## config.mk

```make
export PLATFORM = sky130hd
export DESIGN_NAME = rtc_timekeeper
export DESIGN_NICKNAME = d
export VERILOG_FILES = /design/src/rtl/rtc_pkg.sv /design/src/rtl/btn_conditioner.sv /design/src/rtl/rtc_timekeeper.sv
export SDC_FILE = /design/constraint.sdc
export NUM_CORES = 1
export LEC_CHECK = 0
export BUFFER_PORTS_ARGS = -buffer_cell sky130_fd_sc_hd__buf_2
export CELL_PAD_IN_SITES_DETAIL_PLACEMENT = 1
export CELL_PAD_IN_SITES_GLOBAL_PLACEMENT = 2
export CORE_ASPECT_RATIO = 1.25
export CORE_UTILIZATION = 32
export CTS_CLUSTER_DIAMETER = 60
export DETAILED_ROUTE_END_ITERATION = 6
export HOLD_SLACK_MARGIN = 0.05
export PLACE_DENSITY = 0.66
export SETUP_SLACK_MARGIN = 0.1
export SYNTH_ARGS = -nofsm -noshare
export SYNTH_HDL_FRONTEND = slang
export SYNTH_SLANG_ARGS = --single-unit
```

## constraint.sdc

```tcl
create_clock -name clk -period 12.6 [get_ports clk]
set_input_delay 2.52 -clock clk [delete_from_list [all_inputs] [get_ports clk]]
set_output_delay 2.52 -clock clk [all_outputs]
set_load 0.01 [all_outputs]
```

## src/rtl/rtc_pkg.sv

```systemverilog
// rtc_pkg: button/location encodings, BCD types and the digit stepping helper
package rtc_pkg;
    localparam logic [3:0] BTN_UP    = 4'b0001;
    localparam logic [3:0] BTN_LEFT  = 4'b0010;
    localparam logic [3:0] BTN_RIGHT = 4'b0100;
    localparam logic [3:0] BTN_DOWN  = 4'b1000;
    localparam logic [5:0] LOC_SEC_U = 6'b000001;
    localparam logic [5:0] LOC_SEC_T = 6'b000010;
    localparam logic [5:0] LOC_MIN_U = 6'b000100;
    localparam logic [5:0] LOC_MIN_T = 6'b001000;
    localparam logic [5:0] LOC_HR_U  = 6'b010000;
    localparam logic [5:0] LOC_HR_T  = 6'b100000;
    typedef logic [3:0] bcd_t;
    typedef struct packed {
        bcd_t hr_t;
        bcd_t hr_u;
        bcd_t min_t;
        bcd_t min_u;
        bcd_t sec_t;
        bcd_t sec_u;
    } time_t;
    function automatic bcd_t bcd_step(input bcd_t d, input bcd_t lim, input logic inc);
        return inc ? (d >= lim ? 4'd0 : d + 4'd1) : (d == 4'd0 ? lim : d - 4'd1);
    endfunction
endpackage

```

## src/rtl/btn_conditioner.sv

```systemverilog
// btn_conditioner: periodic button sampler, one-hot press detect and LEFT/RIGHT auto-repeat
module btn_conditioner
    import rtc_pkg::*;
#(
    parameter int DEBOUNCE_CYC   = 1_000_000,
    parameter int HOLD_SAMPLES   = 50,
    parameter int REPEAT_SAMPLES = 10
) (
    input  logic       clk,
    input  logic       rst,
    input  logic [3:0] btn,
    output logic [3:0] evt
);
    localparam int DW = $clog2(DEBOUNCE_CYC + 1);
    localparam int HW = $clog2(HOLD_SAMPLES + 1);
    localparam int RW = $clog2(REPEAT_SAMPLES + 1);
    localparam logic [DW-1:0] D_LAST = DW'(DEBOUNCE_CYC - 1);
    localparam logic [HW-1:0] H_LAST = HW'(HOLD_SAMPLES - 1);
    localparam logic [HW-1:0] H_FULL = HW'(HOLD_SAMPLES);
    localparam logic [RW-1:0] R_LAST = RW'(REPEAT_SAMPLES - 1);
    logic [DW-1:0] dcnt;
    logic [HW-1:0] age;
    logic [RW-1:0] rep;
    logic [3:0] deb, deb_q;
    logic fresh, press, held, fire;
    // fresh marks the one cycle after a sample, where deb/deb_q hold the new and previous samples
    assign press = fresh && $onehot(deb) && (deb & ~deb_q) != 4'd0;
    assign held  = fresh && deb == deb_q && (deb == BTN_LEFT || deb == BTN_RIGHT);
    assign fire  = held && (age == H_FULL ? rep == R_LAST : age == H_LAST);
    assign evt   = (press || fire) ? deb : 4'd0;
    always_ff @(posedge clk or negedge rst) begin
        if (!rst) begin
            dcnt  <= '0;
            deb   <= '0;
            deb_q <= '0;
            fresh <= 1'b0;
            age   <= '0;
            rep   <= '0;
        end else begin
            fresh <= dcnt == D_LAST;
            dcnt  <= dcnt == D_LAST ? '0 : dcnt + 1'b1;
            if (dcnt == D_LAST) begin
                deb   <= btn;
                deb_q <= deb;
            end
            if (fresh) begin
                age <= held ? (age == H_FULL ? age : age + 1'b1) : '0;
                rep <= (held && age == H_FULL) ? (rep == R_LAST ? '0 : rep + 1'b1) : '0;
            end
        end
    end
endmodule

```

## src/rtl/rtc_timekeeper.sv

```systemverilog
// rtc_timekeeper: BCD time-of-day keeper with button-driven digit adjust, blink and 12-hour view
module rtc_timekeeper
    import rtc_pkg::*;
#(
    parameter int CLK_HZ         = 100_000_000,
    parameter int DEBOUNCE_CYC   = 1_000_000,
    parameter int HOLD_SAMPLES   = 50,
    parameter int REPEAT_SAMPLES = 10,
    parameter int BLINK_CYC      = 50_000_000
) (
    input  logic        clk,
    input  logic        rst,
    input  logic [3:0]  btn,
    input  logic        mode_12h,
    output logic [23:0] bcd,
    output logic        pm,
    output logic        sec_pulse,
    output logic        adjust_mode,
    output logic [5:0]  location,
    output logic [5:0]  blank
);
    localparam int PW = $clog2(CLK_HZ + 1);
    localparam int BW = $clog2(BLINK_CYC + 1);
    localparam logic [PW-1:0] P_LAST = PW'(CLK_HZ - 1);
    localparam logic [BW-1:0] B_LAST = BW'(BLINK_CYC - 1);
    logic [3:0] evt;
    logic [PW-1:0] presc;
    logic [BW-1:0] blink_cnt;
    logic [4:0] cy, hr24, hr12;
    logic up, left, right, down, tc, edit, phase;
    bcd_t hr_u_lim;
    time_t tm, tm_nxt;

    btn_conditioner #(
        .DEBOUNCE_CYC  (DEBOUNCE_CYC),
        .HOLD_SAMPLES  (HOLD_SAMPLES),
        .REPEAT_SAMPLES(REPEAT_SAMPLES)
    ) u_btn (
        .clk(clk),
        .rst(rst),
        .btn(btn),
        .evt(evt)
    );

    assign up       = evt == BTN_UP;
    assign left     = evt == BTN_LEFT;
    assign right    = evt == BTN_RIGHT;
    assign down     = evt == BTN_DOWN;
    assign tc       = !adjust_mode && presc == P_LAST;
    assign edit     = adjust_mode && (up || left || right);
    assign hr_u_lim = tm.hr_t == 4'd2 ? 4'd3 : 4'd9;
    assign cy[0]    = tm.sec_u == 4'd9;
    assign cy[1]    = cy[0] && tm.sec_t == 4'd5;
    assign cy[2]    = cy[1] && tm.min_u == 4'd9;
    assign cy[3]    = cy[2] && tm.min_t == 4'd5;
    assign cy[4]    = cy[3] && tm.hr_u == hr_u_lim;
    assign hr24     = 5'(tm_nxt.hr_t) * 5'd10 + 5'(tm_nxt.hr_u);
    assign hr12     = hr24 == 5'd0 ? 5'd12 : hr24 > 5'd12 ? hr24 - 5'd12 : hr24;
    assign blank    = (adjust_mode && phase) ? location : 6'd0;

    always_comb begin
        tm_nxt = tm;
        if (tc) begin
            tm_nxt.sec_u = bcd_step(tm.sec_u, 4'd9, 1'b1);
            if (cy[0]) tm_nxt.sec_t = bcd_step(tm.sec_t, 4'd5, 1'b1);
            if (cy[1]) tm_nxt.min_u = bcd_step(tm.min_u, 4'd9, 1'b1);
            if (cy[2]) tm_nxt.min_t = bcd_step(tm.min_t, 4'd5, 1'b1);
            if (cy[3]) tm_nxt.hr_u  = bcd_step(tm.hr_u, hr_u_lim, 1'b1);
            if (cy[4]) tm_nxt.hr_t  = bcd_step(tm.hr_t, 4'd2, 1'b1);
        end else if (adjust_mode && (left || right)) begin
            case (location)
                LOC_SEC_U: tm_nxt.sec_u = bcd_step(tm.sec_u, 4'd9, right);
                LOC_SEC_T: tm_nxt.sec_t = bcd_step(tm.sec_t, 4'd5, right);
                LOC_MIN_U: tm_nxt.min_u = bcd_step(tm.min_u, 4'd9, right);
                LOC_MIN_T: tm_nxt.min_t = bcd_step(tm.min_t, 4'd5, right);
                LOC_HR_U:  tm_nxt.hr_u  = bcd_step(tm.hr_u, hr_u_lim, right);
                LOC_HR_T: begin
                    tm_nxt.hr_t = bcd_step(tm.hr_t, 4'd2, right);
                    if (tm_nxt.hr_t == 4'd2 && tm.hr_u > 4'd3) tm_nxt.hr_u = 4'd3;
                end
                default: ;
            endcase
        end
    end

    // bcd/pm are built from tm_nxt so the display and sec_pulse land on the same edge as the time
    always_ff @(posedge clk or negedge rst) begin
        if (!rst) begin
            presc       <= '0;
            tm          <= '0;
            bcd         <= '0;
            pm          <= 1'b0;
            sec_pulse   <= 1'b0;
            adjust_mode <= 1'b0;
            location    <= LOC_SEC_U;
            blink_cnt   <= '0;
            phase       <= 1'b0;
        end else begin
            presc       <= (adjust_mode || down || tc) ? '0 : presc + 1'b1;
            tm          <= tm_nxt;
            bcd         <= mode_12h ? {hr12 >= 5'd10 ? 4'd1 : 4'd0, 4'(hr12 >= 5'd10 ? hr12 - 5'd10 : hr12), tm_nxt[15:0]} : tm_nxt;
            pm          <= mode_12h && hr24 >= 5'd12;
            sec_pulse   <= tc;
            adjust_mode <= adjust_mode ^ down;
            if (adjust_mode && up) location <= {location[4:0], location[5]};
            blink_cnt   <= (!adjust_mode || edit || blink_cnt == B_LAST) ? '0 : blink_cnt + 1'b1;
            phase       <= adjust_mode && !edit && (blink_cnt == B_LAST ? !phase : phase);
        end
    end
endmodule
```

==> impl_metrics.ini <==
[status]
status = finished, final reports clean

[clocking]
cts_buffers = 17
clk_pin_slew_worst_paths_ns = 0.06
ctsResizeCount = 0
clock_latency_ns = 0.44
hold_buffers = 0
cts_max_path_buffers = 2
tritoncts = yes
postCtsSetupBuffers = 0
cts.sinks = 134
h-tree-depth = 4
cts-root-buf = clkbuf_16

[grt]
antenna_found_initial = 0
met2_usage_pct = 31.3
grt_pass1_vias = 7099
use_met1_pct = 21.6
grt_max_degree = 70
grtUsageMet3_pct = 3.07
grt-busiest-layer = met2
grt_pass1_wl_mm = 37.3
grt_use_total_pct = 17.8
grt_overflow = 0

[floorplanning]
io_pins = 46
core_area_um2 = 25300
initial_utilization_pct = 32.7
die_area_um2 = 26500
row_count = 65
die_h_um = 182
die_w_um = 146

[sta]
slew_viol_final = 0
tns_ns = 0
grt_setup_unrepaired = no
tightest_slew_ns = 0.889
hold_slack_ns = 0.479
max-slew-margin-rel_pct = 40.6
fin_crit_ns = 6.83
max_freq_mhz = 146
period_share_pct = 54.2
finalHoldViolCount = 0
finClkSkew_ns = 0.0137
worst_slack_ns = 5.77
setup_violations = 0

[critical_path]
cp-start-kind = flip-flop
cp_slowest_cell = nor4bb_1
reg2regPathDepth = 25
worst-setup-path-type = reg2reg
crit_fanout = 11
crit_path_frequent_cell = ha_1
critical_path.endpoint_type = flip-flop
slowest_delay_ns = 0.53
cp.arrival_ns = 7.16
required_ns = 12.93

[finish]
syn2layout_area_growth_pct = 13.2
fillerInstances = 2964
nets = 989
finalNonFillerCells = 1280
design_area_um2 = 9360
drive_gt1_share_pct = 12.1
antenna-diode-count = 0
utilization_pct = 37.0

[logic_synthesis]
ys_warn_count = 0
synth_top_cell_area_share_pct = 40.3
synth.area.mux_share_pct = 1.66
synth_top_cell_by_area = dfrtp_1
synth.most_common_cell = dfrtp_1
synth_compound_area_share_pct = 13.1
synthArstFlopShare_pct = 100
yosys.area_share.simple_pct = 24.6
ys_seq_area_share_pct = 40.6
synth.distinct_cells = 75
syn-num-nets = 962
syn_avg_cell_area_um2 = 9.13
synth_edf_count = 0
syn_inst = 906
synth_seq_cells = 134
syn_area_um2 = 8270
synth_top_family_by_area = simple AND/OR/NAND/NOR gates
synth-xor-area-share_pct = 7.75
synth-main-ff-cell = dfrtp_1
yosys-top-cells-count = dfrtp_1 (133), nor2_1 (104), nand2_1 (84)
synth.area.top_cells = dfrtp_1 (40%), ha_1 (7.1%), xor2_1 (5.0%)
synthAdderAreaFrac_pct = 7.60

[place]
hpwl_mm = 16.0
dp_slack_ns = 5.83
dp_cells = 1249
placed_cell_area_um2 = 8740
port-buffer-count = 45
gp_congestion = 0.784

[power]
seq_power_share_pct = 44.1
clkPwrFrac_pct = 54.7
powerDensity_nw_per_um2 = 104
p_int_mw = 0.768
switching_share_pct = 21.4
peakVddDrop_uv = 78.5
p_switching_mw = 0.209
p_total_mw = 0.976
cellLeakagePower_nw = 4.13
p_comb_share_pct = 1.2

[drt]
totalWireLength_mm = 22.3
dr_total_vias = 6663
initialDrtViolationCount = 211
routed_via_density = 5.21
post_drt_wl_per_cell_um = 17.4
drtPass1Iterations = 4
drc = 0
ant_nets = 0

[min_path]
hp-class = reg2reg
holdPathStages = 1

[flow_run]
max_cap_violations = 0
[worst max-delay path: cells and delay by family, from the launching register on]
| family | cells | cell delay [ns] |
|---|---|---|
| mux | 1 | 0.14 |
| simple gates | 5 | 1.43 |
| buf+inv | 1 | 0.16 |
| fa+ha+maj | 5 | 1.51 |
| xor+xnor | 2 | 0.39 |
| flops | 1 | 0.50 |
| compound gates | 11 | 2.60 |
[registers in the layout (all words and copies together), names as in the netlist, 4 cells and up]
register,count
u_btn.rep,4
presc,27
u_btn.age,6
u_btn.dcnt,20
blink_cnt,26
u_btn.deb,4
bcd,12
location,6
u_btn.deb_q,4
tm,20
[power by group through the flow]
stage	clock, mW	sequential [mW]	combinational, mW
floorplan	0	0.439	0.000817
global placement	0	0.439	0.0129
detailed placement	0	0.439	0.0130
CTS	0.551	0.431	0.0130
global route	0.567	0.431	0.0143
finish	0.534	0.431	0.0118
[worst paths after layout]
kind	from	endpoint	slack, ns
min in group asynchronous	rst	bcd[15]	2.04
worst min-delay path	u_btn.dcnt[0]	u_btn.dcnt[0]	0.48
worst min register to register	u_btn.dcnt[0]	u_btn.dcnt[0]	0.48
worst max-delay path	u_btn.deb[0]	bcd[18]	5.77
worst max register to register	u_btn.deb[0]	bcd[18]	5.77
max in group asynchronous	rst	u_btn.fresh	9.23
[kinds of logic after synthesis]
kind of cell,after synthesis
AOI/OAI and AO/OA,158
xor gates and xnor gates,71
adders and majority gates,49
buffers and inverters,86
DFF,134
muxes,12
and+or+nand+nor,396
[cell type report]
cell class / instances / area, um2 / share of cell area (%)
Clock inverter: 8 / 120 / 1.28
Multi-Input combinational cell: 686 / 4530 / 48.4
Inverter: 44 / 165 / 1.76
Tap cell: 335 / 419 / 4.48
Sequential cell: 134 / 3350 / 35.8
Timing Repair Buffer: 50 / 269 / 2.87
Clock buffer: 23 / 498 / 5.32
[placed cells by master (no fill, tap or decap), types with 17 or more instances in the layout]
master / instances
a21oi_1: 31
nor2_1: 104
xnor2_1: 23
buf_2: 44
nand2_1: 84
xor2_1: 47
clkbuf_16: 17
o21ai_0: 49
nand3_1: 55
nor3_1: 17
dfrtp_1: 133
and3_1: 21
inv_1: 42
ha_1: 47
[per-layer routing]
metal / vias up / part of all wire, % / wire length (um)
li1: 3237 / - / -
met1: 3322 / 45 / 10100
met2: 73 / 51 / 11300
met3: 31 / 2.2 / 489
met4: 0 / 1.7 / 387
met5: - / 0 / 0
(Power assumes the default switching activity.)
